$ cat config.mk
export PLATFORM = sky130hd
export DESIGN_NAME = l0_pool_flat
export DESIGN_NICKNAME = d
export VERILOG_FILES = /design/src/rtl/l0_pool_if.sv /design/src/rtl/l0_pool.sv /design/src/flat_wrapper.sv
export SDC_FILE = /design/constraint.sdc
export NUM_CORES = 1
export LEC_CHECK = 0
export CAP_MARGIN = 20
export CORE_ASPECT_RATIO = 0.8
export CORE_MARGIN = 4
export CORE_UTILIZATION = 30
export DETAILED_ROUTE_END_ITERATION = 8
export DONT_BUFFER_PORTS = 1
export HOLD_SLACK_MARGIN = 0.05
export PLACE_DENSITY = 0.44
export SYNTH_ARGS = -nofsm -noshare
export SYNTH_HDL_FRONTEND = slang
export SYNTH_SLANG_ARGS = --single-unit
$ cat constraint.sdc
create_clock -name clk -period 10.39 [get_ports clk]
set_input_delay 2.078 -clock clk [delete_from_list [all_inputs] [get_ports clk]]
set_output_delay 2.078 -clock clk [all_outputs]
set_load 0.01 [all_outputs]
$ cat src/rtl/l0_pool_if.sv
// Layer-0 read-out bus (rd strobe + window data) and pooled-output valid/ready stream.
interface l0_pool_if #(
  parameter int W = 18
);
  logic               rd;
  logic [3:0][W-1:0]  din_0;
  logic [3:0][W-1:0]  din_1;
  logic               pool_vld;
  logic               pool_rdy;
  logic [W-1:0]       pool_dout_0;
  logic [W-1:0]       pool_dout_1;
  logic [7:0]         pool_idx;
  logic               pool_last;

  modport master (
    output rd, din_0, din_1, pool_rdy,
    input  pool_vld, pool_dout_0, pool_dout_1, pool_idx, pool_last
  );

  modport slave (
    input  rd, din_0, din_1, pool_rdy,
    output pool_vld, pool_dout_0, pool_dout_1, pool_idx, pool_last
  );
endinterface

$ cat src/rtl/l0_pool.sv
// Layer-0 2x2 max-pool consumer: captures non-stallable window read-outs, pools each
// channel and buffers tagged results in a FIFO drained over valid/ready.
module l0_pool #(
  parameter int W     = 18,
  parameter int DEPTH = 16,
  parameter int N_OUT = 169
) (
  input  logic         clk,
  input  logic         rst,
  input  logic         tx_done,
  l0_pool_if.slave     bus,
  output logic         frame_done,
  output logic         ovf
);
  localparam int         PW       = $clog2(DEPTH);
  localparam logic [7:0] LAST_IDX = 8'(N_OUT - 1);
  localparam logic [PW:0] CNT_ONE = (PW + 1)'(1);
  localparam logic [PW:0] CNT_FULL = (PW + 1)'(DEPTH);
  localparam logic [PW-1:0] PTR_ONE = PW'(1);

  typedef enum logic {IDLE, ACTIVE} state_t;

  typedef struct packed {
    logic [W-1:0] m0;
    logic [W-1:0] m1;
    logic [7:0]   idx;
    logic         last;
  } entry_t;

  function automatic logic [W-1:0] max4(input logic [3:0][W-1:0] v);
    logic [W-1:0] a;
    logic [W-1:0] b;
    a = (v[0] >= v[1]) ? v[0] : v[1];
    b = (v[2] >= v[3]) ? v[2] : v[3];
    return (a >= b) ? a : b;
  endfunction

  state_t        state;
  state_t        state_nxt;
  logic          rd_q;
  logic [7:0]    wr_idx;
  logic [7:0]    idx_cur;
  logic          is_last;
  logic          push;
  logic          pop;
  logic          full;
  logic          wr_en;
  logic          drop;
  logic [PW:0]   count;
  logic [PW-1:0] wr_ptr;
  logic [PW-1:0] rd_ptr;
  entry_t        mem [DEPTH];
  entry_t        head_q;
  entry_t        head;

  always_ff @(posedge clk) begin
    if (rst || tx_done) rd_q <= 1'b0;
    else                rd_q <= bus.rd;
  end

  assign push  = rd_q && !tx_done && !rst;
  assign full  = (count == CNT_FULL);
  assign pop   = bus.pool_vld && bus.pool_rdy;
  assign wr_en = push && (!full || pop);
  assign drop  = push && full && !pop;

  always_ff @(posedge clk) begin
    if (rst || tx_done) state <= IDLE;
    else                state <= state_nxt;
  end

  always_comb begin
    state_nxt = state;
    case (state)
      IDLE:    if (push && !is_last) state_nxt = ACTIVE;
      ACTIVE:  if (push && is_last)  state_nxt = IDLE;
      default: state_nxt = IDLE;
    endcase
  end

  // A push seen in IDLE always opens a new frame at index 0.
  always_comb begin
    idx_cur = (state == IDLE) ? '0 : wr_idx;
    is_last = (idx_cur == LAST_IDX);
  end

  always_ff @(posedge clk) begin
    if (rst || tx_done) begin
      wr_idx     <= '0;
      wr_ptr     <= '0;
      rd_ptr     <= '0;
      count      <= '0;
      ovf        <= 1'b0;
      frame_done <= 1'b0;
    end else begin
      frame_done <= push && is_last;
      if (push)  wr_idx <= is_last ? '0 : idx_cur + 8'd1;
      if (wr_en) wr_ptr <= wr_ptr + PTR_ONE;
      if (pop)   rd_ptr <= rd_ptr + PTR_ONE;
      case ({wr_en, pop})
        2'b10:   count <= count + CNT_ONE;
        2'b01:   count <= count - CNT_ONE;
        default: count <= count;
      endcase
      if (drop) ovf <= 1'b1;
    end
  end

  always_ff @(posedge clk) begin
    if (wr_en) mem[wr_ptr] <= {max4(bus.din_0), max4(bus.din_1), idx_cur, is_last};
  end

  // Tracks the displayed head so outputs hold the last value once the FIFO drains.
  always_ff @(posedge clk) begin
    if (rst)               head_q <= '0;
    else if (bus.pool_vld) head_q <= mem[rd_ptr];
  end

  always_comb begin
    bus.pool_vld    = (count != '0);
    head            = bus.pool_vld ? mem[rd_ptr] : head_q;
    bus.pool_dout_0 = head.m0;
    bus.pool_dout_1 = head.m1;
    bus.pool_idx    = head.idx;
    bus.pool_last   = head.last;
  end
endmodule

$ cat src/flat_wrapper.sv
// flat-port wrapper written by rule: the top's interface ports become plain ports
module l0_pool_flat 
#(
  parameter int W     = 18,
  parameter int DEPTH = 16,
  parameter int N_OUT = 169
)
  (clk, rst, tx_done, frame_done, ovf, bus_rd, bus_din_0, bus_din_1, bus_pool_rdy, bus_pool_vld, bus_pool_dout_0, bus_pool_dout_1, bus_pool_idx, bus_pool_last);
  l0_pool_if #(.W(W)) bus_i ();
  input  logic clk;
  input  logic rst;
  input  logic tx_done;
  output logic frame_done;
  output logic ovf;
  input wire logic [$bits(bus_i.rd)-1:0] bus_rd;
  input wire logic [$bits(bus_i.din_0)-1:0] bus_din_0;
  input wire logic [$bits(bus_i.din_1)-1:0] bus_din_1;
  input wire logic [$bits(bus_i.pool_rdy)-1:0] bus_pool_rdy;
  output wire logic [$bits(bus_i.pool_vld)-1:0] bus_pool_vld;
  output wire logic [$bits(bus_i.pool_dout_0)-1:0] bus_pool_dout_0;
  output wire logic [$bits(bus_i.pool_dout_1)-1:0] bus_pool_dout_1;
  output wire logic [$bits(bus_i.pool_idx)-1:0] bus_pool_idx;
  output wire logic [$bits(bus_i.pool_last)-1:0] bus_pool_last;
  assign bus_i.rd = bus_rd;
  assign bus_i.din_0 = bus_din_0;
  assign bus_i.din_1 = bus_din_1;
  assign bus_i.pool_rdy = bus_pool_rdy;
  assign bus_pool_vld = bus_i.pool_vld;
  assign bus_pool_dout_0 = bus_i.pool_dout_0;
  assign bus_pool_dout_1 = bus_i.pool_dout_1;
  assign bus_pool_idx = bus_i.pool_idx;
  assign bus_pool_last = bus_i.pool_last;
  l0_pool #(.W(W), .DEPTH(DEPTH), .N_OUT(N_OUT)) u_core (.clk(clk), .rst(rst), .tx_done(tx_done), .bus(bus_i), .frame_done(frame_done), .ovf(ovf));
endmodule
==> qor.csv <==
stage;metric;value;unit
worst_setup_path;Reg2Reg Setup Slack;6.38;ns
worst_setup_path;max incr delay on CP;0.79;ns
power_and_ir_drop;Max IR drop VDD;127;uV
floorplan;Starting Density;0.305;
route;DRT iter0 DRCs;1417;
worst_setup_path;worst-path maximum fanout;14;
outcome;status;completed;
yosys;Netlist cell types;57;
sta;max_slew headroom;0.251;
run;# Max-Cap Violations;0;
floorplan;core box area;113000;um2
sta;fmax;148;MHz
finish;n_diodes;0;
worst_setup_path;Worst Setup End Kind;flop;
yosys;simple-gate share of the synthesized area;0.0363;
clock_tree;H-tree depth;3;
worst_setup_path;Critical Path Start;bus_din_0[23];
clock_tree;clk buf depth;3;
worst_setup_path;CP dominant cell by count;buf_4;
sta;Final Hold Vio Count;0;
clock_tree;TritonCTS Buffers;82;
floorplan;die area;121000;um2
route;routed wire length per instance;25.0;um
power_and_ir_drop;cell leakage power;13.0;nW
floorplan;IO Pins;197;
route;drt first pass iters;5;
route;via/cell ratio;5.04;
worst_setup_path;CP max stage cell;a221oi_1;
clock_tree;CTS resizes;0;
worst_setup_path;CP required;10.86;ns
finish;Reg area;23100;um2
yosys;syn nets;2172;
worst_hold_path;Hold Path Class;flop to flop;
route;Post-route DRC;0;
grt;grt ovf;0;
finish;Net count, final;2224;
grt;largest net degree at the start of global routing;151;
yosys;Mean Syn Cell Area;18.1;um2
grt;Tot GR Track Use;0.144;
sta;setup tns final;0;ns
finish;Area Growth Syn to Fin;13.7;%
clock_tree;CTS Root Buffer Type;clkbuf_16;
grt;first-pass GRT wire length;129000;um
clock_tree;postcts setup bufs;0;
yosys;largest family of logic cells by synthesized area;multiplexers;
yosys;Post-synth EDFFs;720;
sta;Worst Tran Pin Value;1.12;ns
worst_setup_path;Setup CP Type;input port to flop;
sta;Final Slew Violations;0;
worst_setup_path;CP startpoint kind;input port;
route;detailed-route via count;17800;
sta;fin crit share;0.651;
placement;post-DP HPWL;47700;um
worst_setup_path;Critical Path AT;7.23;ns
worst_setup_path;Reg2Reg Depth;5;
finish;fillers;10600;
yosys;area fraction in compound gates after synthesis;0.0393;
route;WL final;88300;um
floorplan;Row Count;110;
grt;vias in the first global route;18600;
placement;RD Place Congestion;0.777;
sta;final setup margin;3.62;ns
clock_tree;CTS tree;done;
worst_setup_path;crit path buf inv count;5;
yosys;mux share of post-synthesis cell area;0.183;
yosys;Ys Warns;0;
worst_setup_path;Reg-to-Reg End;u_core.mem[9][18]$_DFFE_PP_;
finish;share of layout cells above drive strength 1;0.237;
yosys;register area share after synthesis;0.670;
worst_setup_path;CP top delay family;compound AO/OA/AOI/OAI gates;
sta;Clock Skew;0.0197;ns
floorplan;DIE WIDTH;387;um
yosys;Post-Synth XOR/XNOR Area;0.00203;
clock_tree;CTS Sinks;794;
worst_setup_path;reg-to-reg critical path startpoint;u_core.rd_q$_SDFF_PP0_;
yosys;Cells after Synth;1904;
placement;input/output buffers;0;
yosys;Mapped Area;34500;um2
clock_tree;Hold-fix buffers, CTS;0;
yosys;Synth Area in Adders;0.0434;
finish;area of the multi-input gates;10600;um2
clock_tree;Reg clk slew, reported paths;0.06;ns
grt;initial antenna violation count;0;
clock_tree;Clock Latency Late Sink;0.63;ns
finish;most frequent cells in the layout;edfxtp_1 (720), mux4_2 (225), inv_1 (121), ha_1 (118), clkbuf_16 (84);
worst_setup_path;CP endpoint;u_core.mem[11][29]$_DFFE_PP_;
worst_setup_path;Levels on crit path;18;
yosys;Seq cells post-synth;794;
sta;final critical-path required period;6.77;ns
sta;RSZ-0062 raised after global routing;no;
finish;most common cell after layout, fill and taps aside;edfxtp_1;
floorplan;die height;311;um
power_and_ir_drop;Power Density;185;nW/um2
placement;pre-CTS WS;2.54;ns
worst_setup_path;critical path cell sequence;inv_1 > ha_1 > a21oi_1 > o21ai_1 > a2111oi_0 > nor3_1 > buf_4 > a221oi_1 > inv_1 > ha_1 > nand4_1 > nor3_1 > a211oi_1 > o211ai_1 > o21ai_2 > buf_4 > mux2i_1 > buf_4;
yosys;leading register cell type out of synthesis;edfxtp_1;
route;Routed Antenna Nets;0;
sta;final setup fails;0;
yosys;Async SR Flop Fraction;0;
-- where the power goes --
group	internal (mW)	switching, mW	total [mW]
clock network	1.72	1.20	2.92
registers	3.69	0.00255	3.70
logic	0.215	0.434	0.649
-- per-stage QoR --
stage / hold WS [ns] / power (mW) / util / cell area [um2] / std cells
after global placement: 0.468 / 4.35 / 0.321 / 36400 / 3360
final: 0.488 / 7.27 / 0.346 / 39200 / 3535
after detailed placement: 0.476 / 4.40 / 0.322 / 36400 / 3366
after floorplan: 0.452 / 4.17 / - / 34500 / 1904
after CTS: 0.491 / 7.35 / 0.345 / 39100 / 3517
after global routing: 0.509 / 7.58 / 0.346 / 39200 / 3535
-- state kept, by name, indices dropped and copies added, names as in the netlist, named ones only --
name               count
u_core.count           5
u_core.frame_done      1
u_core.head_q         45
u_core.mem           720
u_core.ovf             1
u_core.rd_ptr          4
u_core.rd_q            1
u_core.wr_idx          8
u_core.wr_ptr          4
-- tightest hold or removal path, delay by kind of cell, from the launching register on --
kind	cells	cell delay, ns
DFF	1	0.30
AOI/OAI and AO/OA	2	0.13
-- layer usage --
layer  part of all wire  track usage  routed length (um)
met1               0.45        0.199               39800
met2               0.48        0.238               42600
met3              0.045       0.0240                3970
met4              0.021       0.0346                1860
met5                  0            0                   0
-- logic make-up (layout without fill, tap and decap cells) --
logic type / count (synthesis) / after routing
AOI/OAI and AO/OA: 191 / 191
and+or+nand+nor: 237 / 237
buffers and inverters: 213 / 332
xor gates and xnor gates: 8 / 8
adders and majority gates: 119 / 119
muxes: 342 / 342
DFF: 794 / 794
-- worst min path at each step --
stage,from,endpoint,slack [ns],cells after the start
after floorplan,u_core.wr_idx[5]$_SDFFE_PP0P_,u_core.wr_idx[5]$_SDFFE_PP0P_,0.45,2
after global placement,u_core.rd_ptr[1]$_SDFFE_PP0P_,flop,0.47,2
after detailed placement,u_core.rd_ptr[3]$_SDFFE_PP0P_,flop,0.48,2
after CTS,u_core.wr_idx[0]$_SDFFE_PP0P_,u_core.wr_idx[0]$_SDFFE_PP0P_,0.49,2
after global routing,u_core.wr_idx[0]$_SDFFE_PP0P_,u_core.wr_idx[0]$_SDFFE_PP0P_,0.51,2
final,u_core.rd_ptr[3]$_SDFFE_PP0P_,flop,0.49,2
-- area by class of cell --
| cell class | instances | area share |
|---|---|---|
| Clock buffer | 117 | 0.0591 |
| Multi-Input combinational cell | 897 | 0.271 |
| Timing Repair Buffer | 60 | 0.0123 |
| Inverter | 121 | 0.0116 |
| Tap cell | 1512 | 0.0482 |
| Sequential cell | 794 | 0.589 |
| Clock inverter | 34 | 0.00887 |
-- cells in the mapped netlist (8+ instances only) --
master,number,share of area
nor2_1,44,0.0048
dfxtp_1,74,0.043
nand2_1,42,0.0046
ha_1,118,0.043
edfxtp_1,720,0.63
a211oi_1,10,0.0022
buf_6,12,0.0039
mux2i_1,63,0.018
a21oi_1,44,0.0064
a221oi_1,19,0.0048
nand2b_1,11,0.0020
and2_1,8,0.0015
nand4_1,32,0.0058
a21o_1,12,0.0026
o21ai_0,22,0.0032
mux4_2,225,0.15
o31ai_1,18,0.0039
clkbuf_1,51,0.0055
inv_1,121,0.013
nand3_1,17,0.0025
nor3_1,14,0.0020
buf_2,21,0.0030
a221o_1,16,0.0046
nor2b_1,50,0.0091
mux2_2,54,0.018
a22o_1,18,0.0046
(Power assumes the default switching activity.)
==> RTL edit 1, RTL diff (config.mk and constraints unchanged) <==
One comparison of `count` changes from == to >=.
--- a/src/rtl/l0_pool.sv
+++ b/src/rtl/l0_pool.sv
@@ -61,3 +61,3 @@
   assign push  = rd_q && !tx_done && !rst;
-  assign full  = (count == CNT_FULL);
+  assign full  = (count >= CNT_FULL);
   assign pop   = bus.pool_vld && bus.pool_rdy;
Check against the original RTL: no difference found for any inputs over 4 cycles, from zero or initial values and one cycle with rst high; that may be too few to reach the edited logic, so the function may still have changed.
==> RTL edit 1 against the unedited design <==
Wire length increased by 9.1%; sequential cell count unchanged; design area increased by 1.9%; setup slack got worse by 0.48 ns; largest cell class unchanged; power increased by 0.81%; synthesized area increased by 2.9%; die area increased by 2.8%; critical path type unchanged; register-to-register slack got worse by 0.07 ns; clock power decreased by 8.9%.
==> RTL edit 1: results (changes against the unedited design) <==
AREA_FRACTION_IN_COMPOUND_GATES_AFTER_SYNTHESIS=0.0622  # +0.0229
PLACEDINSTANCEAREA_SQ_UM=37500  # +3.0%
VDD.IR_DROP.WORST_mV=0.129  # +1.4%
USE_MET1=0.222  # +0.0226
GLOBAL_ROUTE.USAGE.MET3=0.0264  # +0.00239
CTS_INSERTED_BUFFERS=78  # -4.9%
GRT_PASS1_VIAS=20300  # +9.4%
SYNTH_COMMONEST_CELLS='sky130_fd_sc_hd__edfxtp_1 (720), sky130_fd_sc_hd__mux4_2 (225), sky130_fd_sc_hd__ha_1 (118), sky130_fd_sc_hd__inv_1 (104), sky130_fd_sc_hd__clkbuf_1 (93)'
SETUP_SLACK_NS=3.14  # -0.485 ns
POST_SYNTH_XOR_AREA_FRACTION=0.00247  # +0.000436
REGISTER_AREA_SQ_UM=23100  # about the same
LEAKAGE_uW=0.0130  # -0.24%
LAYOUT.NONCLK_BUF_FRAC=0.0152  # +0.00293
AREA_OF_THE_MULTI_INPUT_GATES_SQ_UM=11600  # +9.2%
SYN_NETS=2390  # +10%
PLACE_CONGESTION=0.865  # +11%
NUMBER_OF_MULTI_INPUT_LOGIC_GATES=1094  # +22%
N_FILL_CELL=11000  # +4.6%
WORST_HOLD_STARTPOINT='u_core.rd_ptr[1]'
CRITICAL_PATH.SLOWEST_CELL='sky130_fd_sc_hd__a32oi_1'
DRIVE_ABOVE_1_SHARE=0.214  # -0.0237
HPWL_UM=56700  # +19%
LAYOUT.CLOCK.CELL_AREA_SHARE=0.0585  # -0.00942
GRT_MET2_USE=0.245  # +0.00667
BUFFERS=74  # +23%
NONCLOCKINVERTERCOUNT=104  # -14%
SYN_AVG_CELL_AREA_SQ_UM=16.7  # -7.7%
DESIGN.FINAL.NETS=2414  # +8.5%
YS_SEQ_AREA_FRAC=0.651  # -0.0189
OUTCOME='complete, no violations'
NUMPLACEDINSTANCES=3595  # +6.8%
WORST_R2R_ENDPOINT='u_core.mem[15][24]'
TIMING.REG2REG.SETUP_SLACK_NS=6.31  # -0.07 ns
DRT-WIRELENGTH-PER-CELL_UM=25.7  # +3.0%
FRACTION_OF_AREA_IN_MULTI_INPUT_GATES=0.290  # +0.0194
WL_MET2_UM=45500  # +6.6%
CRIT_PATH_END='u_core.mem[8][19]'
DETAILEDPLACE.WORSTSLACK_NS=2.24  # -0.300 ns
CRIT_PATH_LARGEST_CELL_DELAY_NS=1.01  # +0.22 ns
[RTL edit 1: changes by cell type after synthesis, moves of 18 or more]
cell | before | now
sky130_fd_sc_hd__o21ai_1 | 5 | 62
sky130_fd_sc_hd__nand2_1 | 42 | 79
sky130_fd_sc_hd__a21oi_1 | 44 | 70
sky130_fd_sc_hd__a32oi_1 | 1 | 19
sky130_fd_sc_hd__o21a_1 | 2 | 25
sky130_fd_sc_hd__a31oi_1 | 5 | 37
sky130_fd_sc_hd__clkbuf_1 | 51 | 93
sky130_fd_sc_hd__a2111oi_0 | 4 | 27
sky130_fd_sc_hd__mux2i_1 | 63 | 22
sky130_fd_sc_hd__a221oi_1 | 19 | 0
sky130_fd_sc_hd__and4_1 | 2 | 25
[RTL edit 1: power by group through the flow]
stage                     clock, uW  sequential (uW)  combinational [uW]
after floorplan                   0             3840                 535
after global placement            0             3840                 829
after detailed placement          0             3840                 879
after CTS                      2760             3770                 882
after global routing           2890             3770                 997
final                          2660             3770                 897
==> RTL edit 2, RTL diff (config.mk and constraints unchanged) <==
Without the edit above. `DEPTH` is set to 16 in 2 places; all go to 32.
--- a/src/rtl/l0_pool.sv
+++ b/src/rtl/l0_pool.sv
@@ -4,3 +4,3 @@
   parameter int W     = 18,
-  parameter int DEPTH = 16,
+  parameter int DEPTH = 32,
   parameter int N_OUT = 169
--- a/src/flat_wrapper.sv
+++ b/src/flat_wrapper.sv
@@ -4,3 +4,3 @@
   parameter int W     = 18,
-  parameter int DEPTH = 16,
+  parameter int DEPTH = 32,
   parameter int N_OUT = 169
Behaviour: same outputs for any inputs over 4 cycles, from zero or initial values and one cycle with rst high; that may be too few to reach the edited logic, so the function may still have changed.
==> RTL edit 2 against the unedited design <==
Non-clock buffer count grew 65; sequential cell count is 724 higher; wire length up 97%; synthesized area increased by 81%; design area is 82% higher; die area grew 79%; setup slack worse by 0.33 ns; final cell count rose by 72%; power grew 88%; critical endpoint is now u_core.mem[28][39].
==> RTL edit 2: results (changes against the unedited design) <==
DESIGN.FINAL.NETS=3515  # +58%
SYNTH_CELL_TYPES=65  # +14%
GRT_MET2_USE=0.259  # +0.0204
GRT_PASS1_VIAS=31900  # +72%
INITIALDRTVIOLATIONCOUNT=2851  # +100%
GRT_FIRST_PASS_WIRELENGTH_UM=247000  # +91%
DRT-WIRELENGTH-PER-CELL_UM=28.6  # +15%
LAYOUT.NONCLK_BUF_FRAC=0.0145  # +0.00223
SYNTH_COMMONEST_CELLS='sky130_fd_sc_hd__edfxtp_1 (1440), sky130_fd_sc_hd__mux4_2 (450), sky130_fd_sc_hd__ha_1 (119), sky130_fd_sc_hd__inv_1 (114), sky130_fd_sc_hd__nor2_1 (109)'
POST_SYNTH_XOR_AREA_FRACTION=0.00183  # -0.000205
NONCLOCKINVERTERCOUNT=114  # -5.8%
AREA_FRACTION_IN_COMPOUND_GATES_AFTER_SYNTHESIS=0.0315  # -0.00777
WL_MET2_UM=83000  # +95%
DETAIL_ROUTE.WIRELENGTH.MET1_UM=77900  # +96%
PLACE_CONGESTION=0.781  # +0.58%
SYN_NETS=3392  # +56%
WORST-ENDPOINT-ARRIVAL_NS=7.64  # +0.41 ns
N_FILL_CELL=19100  # +81%
PLACEDINSTANCEAREA_SQ_UM=66400  # +82%
ANTENNA_VIOLATIONS_BEFORE_REPAIR=2  # +2
USE_MET1=0.221  # +0.0213
DETAILEDROUTE.FIRSTPASSITERATIONCOUNT=7  # +2
BUFFERS=125  # +110%
OUTCOME='complete, no violations'
ROUTED_WL_MET3_UM=9980  # +150%
LEAKAGE_uW=0.0222  # +71%
LAYOUT.CLOCK.CELL_AREA_SHARE=0.0688  # +0.000852
VDD.IR_DROP.WORST_mV=0.144  # +13%
NUMBER_OF_MULTI_INPUT_LOGIC_GATES=1328  # +48%
MAXIMUM_NUMBER_OF_PINS_ON_ONE_NET_BEFORE_GLOBAL_ROUTE_REPAIR=96  # -36%
CRITICAL_PATH_PEAK_FANOUT=32  # +18
CTS_INSERTED_BUFFERS=159  # +94%
GLOBAL_ROUTE.USAGE.MET3=0.0353  # +0.0112
CRIT_PATH_LARGEST_CELL_DELAY_NS=0.85  # +0.06 ns
SYNTHADDERAREAFRAC=0.0242  # -0.0192
SEQUENTIAL_CELL_COUNT=1518  # +91%
REGISTER_AREA_SQ_UM=44800  # +94%
RR_WORST_DEPTH=6  # +1
TOP_REGS='u_core.mem x1440, u_core.head_q x45, u_core.wr_idx x8'
SYNTH.TOP_CELLS.BY_AREA='sky130_fd_sc_hd__edfxtp_1 (69%), sky130_fd_sc_hd__mux4_2 (16%), sky130_fd_sc_hd__dfxtp_1 (2.5%)'
SYNTH.AREA.MUX_SHARE=0.177  # -0.00626
SYNTH_EDF_COUNT=1440  # +100%
CLKLATENCYLATEPIN_NS=0.79  # +0.16 ns
YS_SEQ_AREA_FRAC=0.719  # +0.0490
TIMING.MAX_SLEW.REL_SLACK=0.184  # -0.0673
GRT.TOTAL_USAGE=0.160  # +0.0158
CTS-HTREE-LEVELS=4  # +1
SWSHARE=0.232  # +0.00630
## RTL edit 2: changes by cell type after synthesis, sizes merged, moves of 17 or more
| cell | delta |
|---|---|
| o21a | +23 |
| nor2 | +65 |
| mux2i | +24 |
| nand2 | +38 |
| mux2 | -54 |
| clkbuf | +33 |
| a21oi | +44 |
| mux4 | +225 |
| a22oi | +17 |
| edfxtp | +720 |
| a31oi | +18 |
| a22o | -18 |
| buf | +38 |
## RTL edit 2: final timing paths
kind | slack, ns | endpoint | from
max | 3.30 | u_core.mem[28][39] | bus_din_0[27]
min | 0.49 | u_core.wr_idx[0] | u_core.wr_idx[0]
max reg2reg | 6.23 | u_core.head_q[39] | register
min reg2reg | 0.49 | u_core.wr_idx[0] | u_core.wr_idx[0]
## RTL edit 2: power groups by stage
stage | sequential (uW) | combinational [uW] | clock [uW]
3_5_place_dp | 7280 | 1070 | 0
4_1_cts | 7150 | 1070 | 5630
5_1_grt | 7150 | 1170 | 5900
6_report | 7150 | 1040 | 5450
2_1_floorplan | 7300 | 587 | 0
3_3_place_gp | 7280 | 1060 | 0
## RTL edit 2: stage by stage
| stage | worst slack [ns] | hold WS (ns) | total power [uW] | std cells | util |
|---|---|---|---|---|---|
| 2_1_floorplan | 3.45 | 0.446 | 7890 | 3123 | - |
| 3_3_place_gp | 2.41 | 0.459 | 8330 | 5795 | 0.322 |
| 3_5_place_dp | 2.49 | 0.476 | 8350 | 5798 | 0.322 |
| 4_1_cts | 3.33 | 0.486 | 13800 | 6086 | 0.346 |
| 5_1_grt | 2.95 | 0.538 | 14200 | 6091 | 0.346 |
| 6_report | 3.30 | 0.489 | 13600 | 6093 | 0.346 |
